File: config.mk
export PLATFORM = sky130hd
export DESIGN_NAME = noise_injector
export DESIGN_NICKNAME = d
export VERILOG_FILES = /design/src/rtl/noise_pkg.sv /design/src/rtl/noise_lfsr.sv /design/src/rtl/noise_injector.sv
export SDC_FILE = /design/constraint.sdc
export NUM_CORES = 1
export LEC_CHECK = 0
export ABC_AREA = 1
export BUFFER_PORTS_ARGS = -buffer_cell sky130_fd_sc_hd__buf_2
export CORE_AREA = 2 2 155 157
export DETAILED_ROUTE_END_ITERATION = 10
export DIE_AREA = 0 0 157 159
export PLACE_DENSITY = 0.77
export RECOVER_POWER = 100
export SETUP_SLACK_MARGIN = 0.05
export SYNTH_ARGS = -nofsm -noshare
export SYNTH_HDL_FRONTEND = slang
export SYNTH_HIERARCHICAL = 1
export SYNTH_SLANG_ARGS = --single-unit
File: constraint.sdc
create_clock -name clk -period 2.4 [get_ports clk]
set_input_delay 0.12 -clock clk [delete_from_list [all_inputs] [get_ports clk]]
set_output_delay 0.12 -clock clk [all_outputs]
set_load 0.02 [all_outputs]
File: src/rtl/noise_pkg.sv
// Shared types, constants and helpers for the audio noise injector.
package noise_pkg;

  // Run-time noise source select; the fourth encoding behaves like NOISE_OFF.
  typedef enum logic [1:0] {
    NOISE_OFF  = 2'b00,
    NOISE_SAW  = 2'b01,
    NOISE_LFSR = 2'b10
  } noise_mode_e;

  localparam logic [15:0] DEFAULT_SEED = 16'hACE1;

  // Fibonacci feedback taps (bit indices) for x^16 + x^14 + x^13 + x^11 + 1.
  localparam int TAP_0 = 15;
  localparam int TAP_1 = 13;
  localparam int TAP_2 = 12;
  localparam int TAP_3 = 10;

  // Working width of the saturating adder; callers sign-extend into it.
  localparam int SAT_W = 64;

  function automatic logic [15:0] rotl16(input logic [15:0] v, input int n);
    int k;
    k = n % 16;
    return (v << k) | (v >> (16 - k));
  endfunction

  // Signed add of two sign-extended operands, clamped to a w-bit two's
  // complement range. w must stay well below SAT_W so the raw sum cannot wrap.
  function automatic logic [SAT_W-1:0] sat_add(input logic [SAT_W-1:0] a,
                                               input logic [SAT_W-1:0] b,
                                               input int w);
    logic signed [SAT_W-1:0] s, hi, lo;
    s  = signed'(a) + signed'(b);
    hi = (64'sd1 <<< (w - 1)) - 64'sd1;
    lo = -(64'sd1 <<< (w - 1));
    if (s > hi)      return hi;
    else if (s < lo) return lo;
    else             return s;
  endfunction

endpackage

File: src/rtl/noise_lfsr.sv
// One channel's noise generators: a free-running sawtooth counter and a
// 16-bit Fibonacci LFSR. Both step only when advance is high.
module noise_lfsr
  import noise_pkg::*;
#(
  parameter int NOISE_W = 3,
  parameter int LFSR_W  = 16
) (
  input  logic               clk,
  input  logic               reset_n,
  input  logic               advance,
  input  logic [LFSR_W-1:0]  seed,
  output logic [NOISE_W-1:0] saw,
  output logic [LFSR_W-1:0]  lfsr
);

  logic fb;
  assign fb = lfsr[TAP_0] ^ lfsr[TAP_1] ^ lfsr[TAP_2] ^ lfsr[TAP_3];

  // Generators hold between samples so a mode switch never restarts them.
  always_ff @(posedge clk) begin
    if (!reset_n) begin
      saw  <= '0;
      lfsr <= seed;
    end else if (advance) begin
      saw  <= saw + 1'b1;
      lfsr <= {lfsr[LFSR_W-2:0], fb};
    end
  end

endmodule

File: src/rtl/noise_injector.sv
// Per-channel noise generation, amplitude shift and saturating mix into
// the audio sample stream. Two-stage pipeline, no backpressure.
module noise_injector
  import noise_pkg::*;
#(
  parameter int                 WIDTH    = 24,
  parameter int                 CHANNELS = 2,
  parameter int                 NOISE_W  = 3,
  parameter int                 LFSR_W   = 16,
  parameter logic [LFSR_W-1:0]  SEED     = DEFAULT_SEED
) (
  input  logic                       clk,
  input  logic                       reset_n,
  input  logic [1:0]                 mode,
  input  logic [4:0]                 level,
  input  logic                       in_valid,
  input  logic [CHANNELS*WIDTH-1:0]  in_data,
  output logic                       out_valid,
  output logic [CHANNELS*WIDTH-1:0]  out_data,
  output logic [CHANNELS*WIDTH-1:0]  noise_out
);

  localparam int MAX_LVL = WIDTH - NOISE_W;
  localparam int STAGES  = 2;

  typedef logic [CHANNELS-1:0][WIDTH-1:0] chan_vec_t;

  chan_vec_t in_vec, n_vec, s1_data, s1_noise, sum_vec, out_vec, nout_vec;
  logic [4:0] lvl;
  logic [STAGES:1] vld_pipe;

  assign in_vec = in_data;

  // Clamp the shift so the sign-extended noise can never overflow WIDTH.
  always_comb begin
    lvl = level;
    if (int'(level) > MAX_LVL) lvl = 5'(MAX_LVL);
  end

  for (genvar c = 0; c < CHANNELS; c++) begin : g_ch
    localparam logic [LFSR_W-1:0] CH_SEED = rotl16(SEED, c);

    logic [NOISE_W-1:0] saw;
    logic [LFSR_W-1:0]  lfsr_unused;
    logic [NOISE_W-1:0] raw;

    noise_lfsr #(.NOISE_W(NOISE_W), .LFSR_W(LFSR_W)) u_gen (
      .clk     (clk),
      .reset_n (reset_n),
      .advance (in_valid),
      .seed    (CH_SEED),
      .saw     (saw),
      .lfsr    (lfsr_unused)
    );

    // Raw signed noise word from the selected source; reserved mode is silent.
    always_comb begin
      raw = '0;
      case (mode)
        NOISE_SAW:  raw = saw;
        NOISE_LFSR: raw = lfsr_unused[LFSR_W-1 -: NOISE_W];
        default:    raw = '0;
      endcase
    end

    assign n_vec[c]   = {{(WIDTH-NOISE_W){raw[NOISE_W-1]}}, raw} << lvl;
    assign sum_vec[c] = WIDTH'(sat_add(SAT_W'(signed'(s1_data[c])),
                                       SAT_W'(signed'(s1_noise[c])), WIDTH));
  end

  // Valid shift register; reset drops anything in flight.
  always_ff @(posedge clk) begin
    if (!reset_n) vld_pipe <= '0;
    else          vld_pipe <= {vld_pipe[STAGES-1:1], in_valid};
  end

  // Stage 1: capture samples with noise built from this edge's mode/level.
  always_ff @(posedge clk) begin
    if (!reset_n) begin
      s1_data  <= '0;
      s1_noise <= '0;
    end else if (in_valid) begin
      s1_data  <= in_vec;
      s1_noise <= n_vec;
    end
  end

  // Stage 2: register the saturated mix; outputs hold between strobes.
  always_ff @(posedge clk) begin
    if (!reset_n) begin
      out_vec  <= '0;
      nout_vec <= '0;
    end else if (vld_pipe[1]) begin
      out_vec  <= sum_vec;
      nout_vec <= s1_noise;
    end
  end

  assign out_valid = vld_pipe[STAGES];
  assign out_data  = out_vec;
  assign noise_out = nout_vec;

endmodule

Word level (Yosys, flattened, before mapping)
Index checks and enable logic that the tools add are counted.
{ "totals": {"inputBits": 58, "out_inout_bits": 97, "regBits": 232, "wordCells": 39} }
{ "op_classes": {"n_lt_le_gt_ge": 5, "n_eq_ne": 2, "mux": 7, "bitwise": 6, "shifts": 2, "addsub": 4} }
{ "ops": {"columns": ["operator", "n"], "rows": [
  ["24-bit 2-to-1 mux", 4],
  ["24-bit by 24-bit adder with 25-bit output", 2],
  ["25-bit by 24-bit > comparator with 1-bit output, second input constant", 2],
  ["25-bit by 24-bit less-than comparator with 1-bit output, second input constant", 2],
  ["24-bit by 5-bit << shifter with 24-bit output", 2],
  ["3-bit case mux with 2 select lines", 2],
  ["3-bit by 1-bit adder with 3-bit output, second input constant", 2],
  ["1-bit XOR", 6],
  ["5-bit > comparator, second input constant", 1],
  ["5-bit 2-to-1 mux", 1],
  ["2-bit by 1-bit equality test with 1-bit output, second input constant", 1],
  ["2-bit equality test, second input constant", 1]
]} }

Longest topological paths before layout
{ "logic_depth": {"word_depth": 4, "mapped_depth": 20, "depth_no_buf": 19} }

Hierarchy
The synthesis kept the hierarchy.
{ "by_module_without_submodules": {"columns": ["module", "instances", "cells_each", "seq_area_each_um2", "area_per_inst_um2"], "rows": [
  ["noise_injector", 1, 1558, 3883.7, 10431.3],
  ["noise_lfsr", 2, 95, 540.5, 904.6]
]} }

Worst setup path after synthesis
No wires, ideal clock.
{ "synth_timing": {"path_kind": "flip-flop to flip-flop", "from": "reg s1_noise[24] (netlist name)", "to": "reg out_vec (netlist bit out_data[30])", "path_slack_ns": -0.001, "stages_incl_launch_ff": 20, "required_time_ns": 2.278, "t_arrival_ns": 2.279, "period_less_slack_ns": 2.401, "setup_ns": 0.122, "n_path_buf": 1, "cell_sequence": "dfxtp_1 ha_1 inv_1 fa_1 inv_1 nand2_1 nand2_1 nand3_1 nand2_2 nand2_1 nand2_1 inv_1 o21ai_1 or2_1 nand2_2 nor2_1 nand2_1 nand3_2 buf_6 a21oi_2"} }
{ "synth_between": {"elab_chain_cells": 4, "elab_cells_between_ends": 5, "classes_between": "add/sub (1); order compare (2); mux (2)"} }
{ "synth_rtl": {"columns": ["element", "line", "source"], "rows": [
  ["from (decl)", "noise_injector.sv:28", "chan_vec_t in_vec, n_vec, s1_data, s1_noise, sum_vec, out_vec, nout_vec;"],
  ["from (signal assigned)", "noise_injector.sv:84", "s1_noise <= n_vec;"],
  ["24-bit by 24-bit adder with 25-bit output (*)", "noise_pkg.sv:34", "s = signed'(a) + signed'(b);"],
  ["25-bit by 24-bit less-than comparator with 1-bit output", "noise_pkg.sv:38", "else if (s < lo) return lo;"],
  ["24-bit 2-to-1 mux", "noise_pkg.sv:38", null],
  ["24-bit 2-to-1 mux (*)", "noise_pkg.sv:37", "if (s > hi) return hi;"],
  ["to (signal assigned)", "noise_injector.sv:94", "out_vec <= sum_vec;"],
  ["to (decl)", "noise_injector.sv:28", null]
]} }
Every way passes the cells marked *; elsewhere a longest branch is shown, timed or not.
A chain may end at the register's enable or synchronous reset.

Final worst setup path
{ "layout_timing": {"from": "reg s1_noise[24] (netlist name)", "to": "reg out_vec (netlist bit out_data[31])"} }
The elaborated chain is that of the path after synthesis.

==> impl_metrics.env <==
export IMPL_status="finished with violations"
export IMPL_violations="max-capacitance violations, max-slew violations, negative setup slack"
export IMPL_ir_drop_mv=0.581
export IMPL_antenna_found_initial=2
export IMPL_track_usage=0.279
export IMPL_firstDrtPassIters=6
export IMPL_clockBufferDepth=3
export IMPL_yosys_warnings=6
export IMPL_place_ws_ns=-0.115
export IMPL_grt_overflow=0
export IMPL_tightest_slew_ns=1.91
export IMPL_netlist_instances=1748
export IMPL_ios=155
export IMPL_worst_path_max_fanout=8
export IMPL_vias=12570
export IMPL_critPathSlowestCell="fa_2"
export IMPL_critPathKind="reg -> reg"
export IMPL_yosysSeqAreaShare=0.406
export IMPL_grtUsageMet3=0.0346
export IMPL_rows=56
export IMPL_cts_sinks=232
export IMPL_crit_chain="ha_4, inv_2, fa_2, inv_2, nand2_4, nand2_4, nand3_4, nand2_4, nand2_2, nand3b_1, nand2_1, nor2_1, nand3_1, nor2_2, nand3_2, nand2_2, nand3_4, clkbuf_16, a21oi_2"
export IMPL_layout_setup_ws_ns=-0.188
export IMPL_drtAntennaViolNets=0
export IMPL_wl_per_cell_um=15.6
export IMPL_core_sq_mm=0.0232
export IMPL_start_kind="flop"
export IMPL_dieHeight_um=159
export IMPL_use_met1=0.366
export IMPL_min_from="reset_n"
export IMPL_hold_viol=0
export IMPL_final_setup_skew_ns=0.0126
export IMPL_postSynth_asyncResetShare=0
export IMPL_setup_viol=41
export IMPL_layout_nets=2156
export IMPL_grt_max_degree=108
export IMPL_p_leak_nw=7.73
export IMPL_numCtsBuffers=26
export IMPL_grt_busiest_layer="met2"
export IMPL_synth_common_cells="nand2_1 (452), nor2_1 (258), dfxtp_1 (200)"
export IMPL_hpwl_mm=24.7
export IMPL_period_needed_ns=2.59
export IMPL_cts_clk_slew_worst_paths_ns=0.06
export IMPL_powerDensity_mw_per_mm2=656
export IMPL_syn_area_per_cell_sq_um=7.00
export IMPL_period_share=1.08
export IMPL_r2r_slack_ns=-0.19
export IMPL_yosysUniqueCellTypes=48
export IMPL_rsz0062_at_grt="yes"
export IMPL_synthToLayoutAreaGrowth_pct=32.2
export IMPL_grt_pass1_vias=11689
export IMPL_routed_via_density=5.27
export IMPL_synth_area_sq_mm=0.0122
export IMPL_routed_wl_mm=37.2
export IMPL_place_gp_congestion=0.916
export IMPL_grtUsageMet2=0.472
export IMPL_synth_edf_count=32
export IMPL_cp_required_ns=2.87
export IMPL_drtIter0Drc=1173
export IMPL_clk_latency_ns=0.54
export IMPL_die_w_um=157
export IMPL_hold_path_end="vld_pipe[1]"
export IMPL_grt_pass1_wl_mm=57.0
export IMPL_fin_total_pwr_mw=10.6
export IMPL_min_path_cells=3
export IMPL_synthTopCellsByArea="dfxtp_1 (33%), nand2_1 (14%), o21ai_0 (7.9%)"
export IMPL_maxSlewViolCount=93
export IMPL_max_freq_mhz=386
export IMPL_port_buffers=154
export IMPL_yosysTopAreaCellShare=0.327
export IMPL_relSlewSlack=-0.275
export IMPL_ys_seq_elements=232
export IMPL_fill_cells=1838
export IMPL_start_util=0.528
export IMPL_reg2regPathDepth=19
export IMPL_die_area_sq_mm=0.0250
export IMPL_h_tree_depth=1
export IMPL_cts_tree="yes"
export IMPL_reg2reg_from="s1_noise[24]"
export IMPL_drv_cap=1
export IMPL_root_buffer="clkbuf_16"
export IMPL_route_detailed_drc=0
export IMPL_hp_class="in -> reg"
export IMPL_synth_top_cell_by_area="dfxtp_1"
export IMPL_yosysMostFrequentCell="nand2_1"
export IMPL_layout_drive_gt1_share=0.228
export IMPL_cp_arrival_ns=3.06
export IMPL_slowest_delay_ns=0.36
export IMPL_yosys_most_used_dff="dfxtp_1"
export IMPL_end_kind="flop"
export IMPL_rr_endpoint="out_data[31]"
export IMPL_timing_critical_path_mode_cell="nand2_4"
-- layout make-up --
| cell class | count | area (sq um) | area share |
|---|---|---|---|
| diodes | 1 | 2.50 | 0.000155 |
| flip-flops and latches | 232 | 4970 | 0.307 |
| inverters | 159 | 612 | 0.0378 |
| well taps | 319 | 399 | 0.0247 |
| clock inverters | 12 | 145 | 0.00897 |
| clock buffers | 35 | 798 | 0.0493 |
| multi-input cells | 1315 | 7050 | 0.436 |
| repair buffers | 310 | 2200 | 0.136 |
-- worst max path at each step --
stage                 startpoint            to  slack (ns)  cells past startpoint
floorplan           s1_noise[24]  out_data[30]        0.07                     19
CTS                 s1_noise[24]  out_data[36]       0.003                     19
finish              s1_noise[24]  out_data[31]       -0.19                     19
global placement     s1_data[24]  out_data[40]       -0.01                     19
global route        s1_noise[24]  out_data[26]       -0.32                     17
detailed placement    s1_data[0]   out_data[1]       -0.12                     14
-- stage by stage --
stage                     cells  setup TNS, ns  hold slack (ns)  area (sq um)   util
after floorplan            1778              0            0.255         12400      -
after global placement     2268        -0.0457            0.340         13900  0.600
after detailed placement   2268          -3.19            0.346         13900  0.600
after CTS                  2373              0           0.0202         15700  0.678
after global routing       2383          -9.27           0.0898         16200  0.698
final                      2383          -4.08           0.0579         16200  0.698
-- power by group --
part / total (mW) / switching [mW] / internal (mW)
registers: 4.37 / 0.163 / 4.21
logic: 1.93 / 1.18 / 0.744
clock network: 4.31 / 1.66 / 2.65
-- sequential cells by signal, summed over array words and instances, names as in the netlist --
signal           flops
g_ch.u_gen/lfsr     32
g_ch.u_gen/saw       6
noise_out           48
out_data            48
s1_data             48
s1_noise            48
vld_pipe             2
-- cell usage in the layout, fill, tap and decap left out, types with 8 or more instances in the layout --
cell             n
dlygate4sd3_1   48
nand3_2         10
o21ai_0        186
xnor2_1         10
conb_1          32
ha_1            29
nor2_2           8
edfxtp_1        32
nand2_1        432
clkbuf_16       31
inv_1          149
nand3_1         40
xor2_1          15
a21oi_2         51
buf_2          152
a21oi_1        116
nand2_2         31
nor2_1         252
ha_4            19
dfxtp_1        193
buf_4           95
-- cells by family (layout without fill, tap and decap cells) --
group	Yosys count	in the layout	share of synthesized area
other	2	33	0.000614
AND/OR/NAND/NOR	806	807	0.264
AO/OA/AOI/OAI	396	396	0.175
buffers and inverters	232	516	0.0801
XOR/XNOR	26	26	0.0186
adder cells (fa/ha/maj)	54	54	0.0564
flip-flops	232	232	0.406
-- layer usage --
layer / routed length [um] / vias up
li1: - / 6231
met1: 15800 / 5779
met2: 18200 / 470
met3: 2070 / 88
met4: 1170 / 2
met5: 13 / -
-- critical path: cells and delay by family, from the launching register on --
| family | cells | cell delay [ns] |
|---|---|---|
| AOI/OAI and AO/OA | 1 | 0.11 |
| buffers and inverters | 3 | 0.31 |
| and+or+nand+nor | 13 | 1.24 |
| adders and majority gates | 2 | 0.50 |
| DFF | 1 | 0.35 |
-- timing repair --
item	4_1_cts	5_1_grt
pin swaps	10	24
resized for setup	56	84
buffers inserted	8	7
hold endpoints to repair	48	0
endpoints found under the setup margin	46	48
hold buffers	48	0
cloned	2	3
Power figures use the tool's default switching activity.
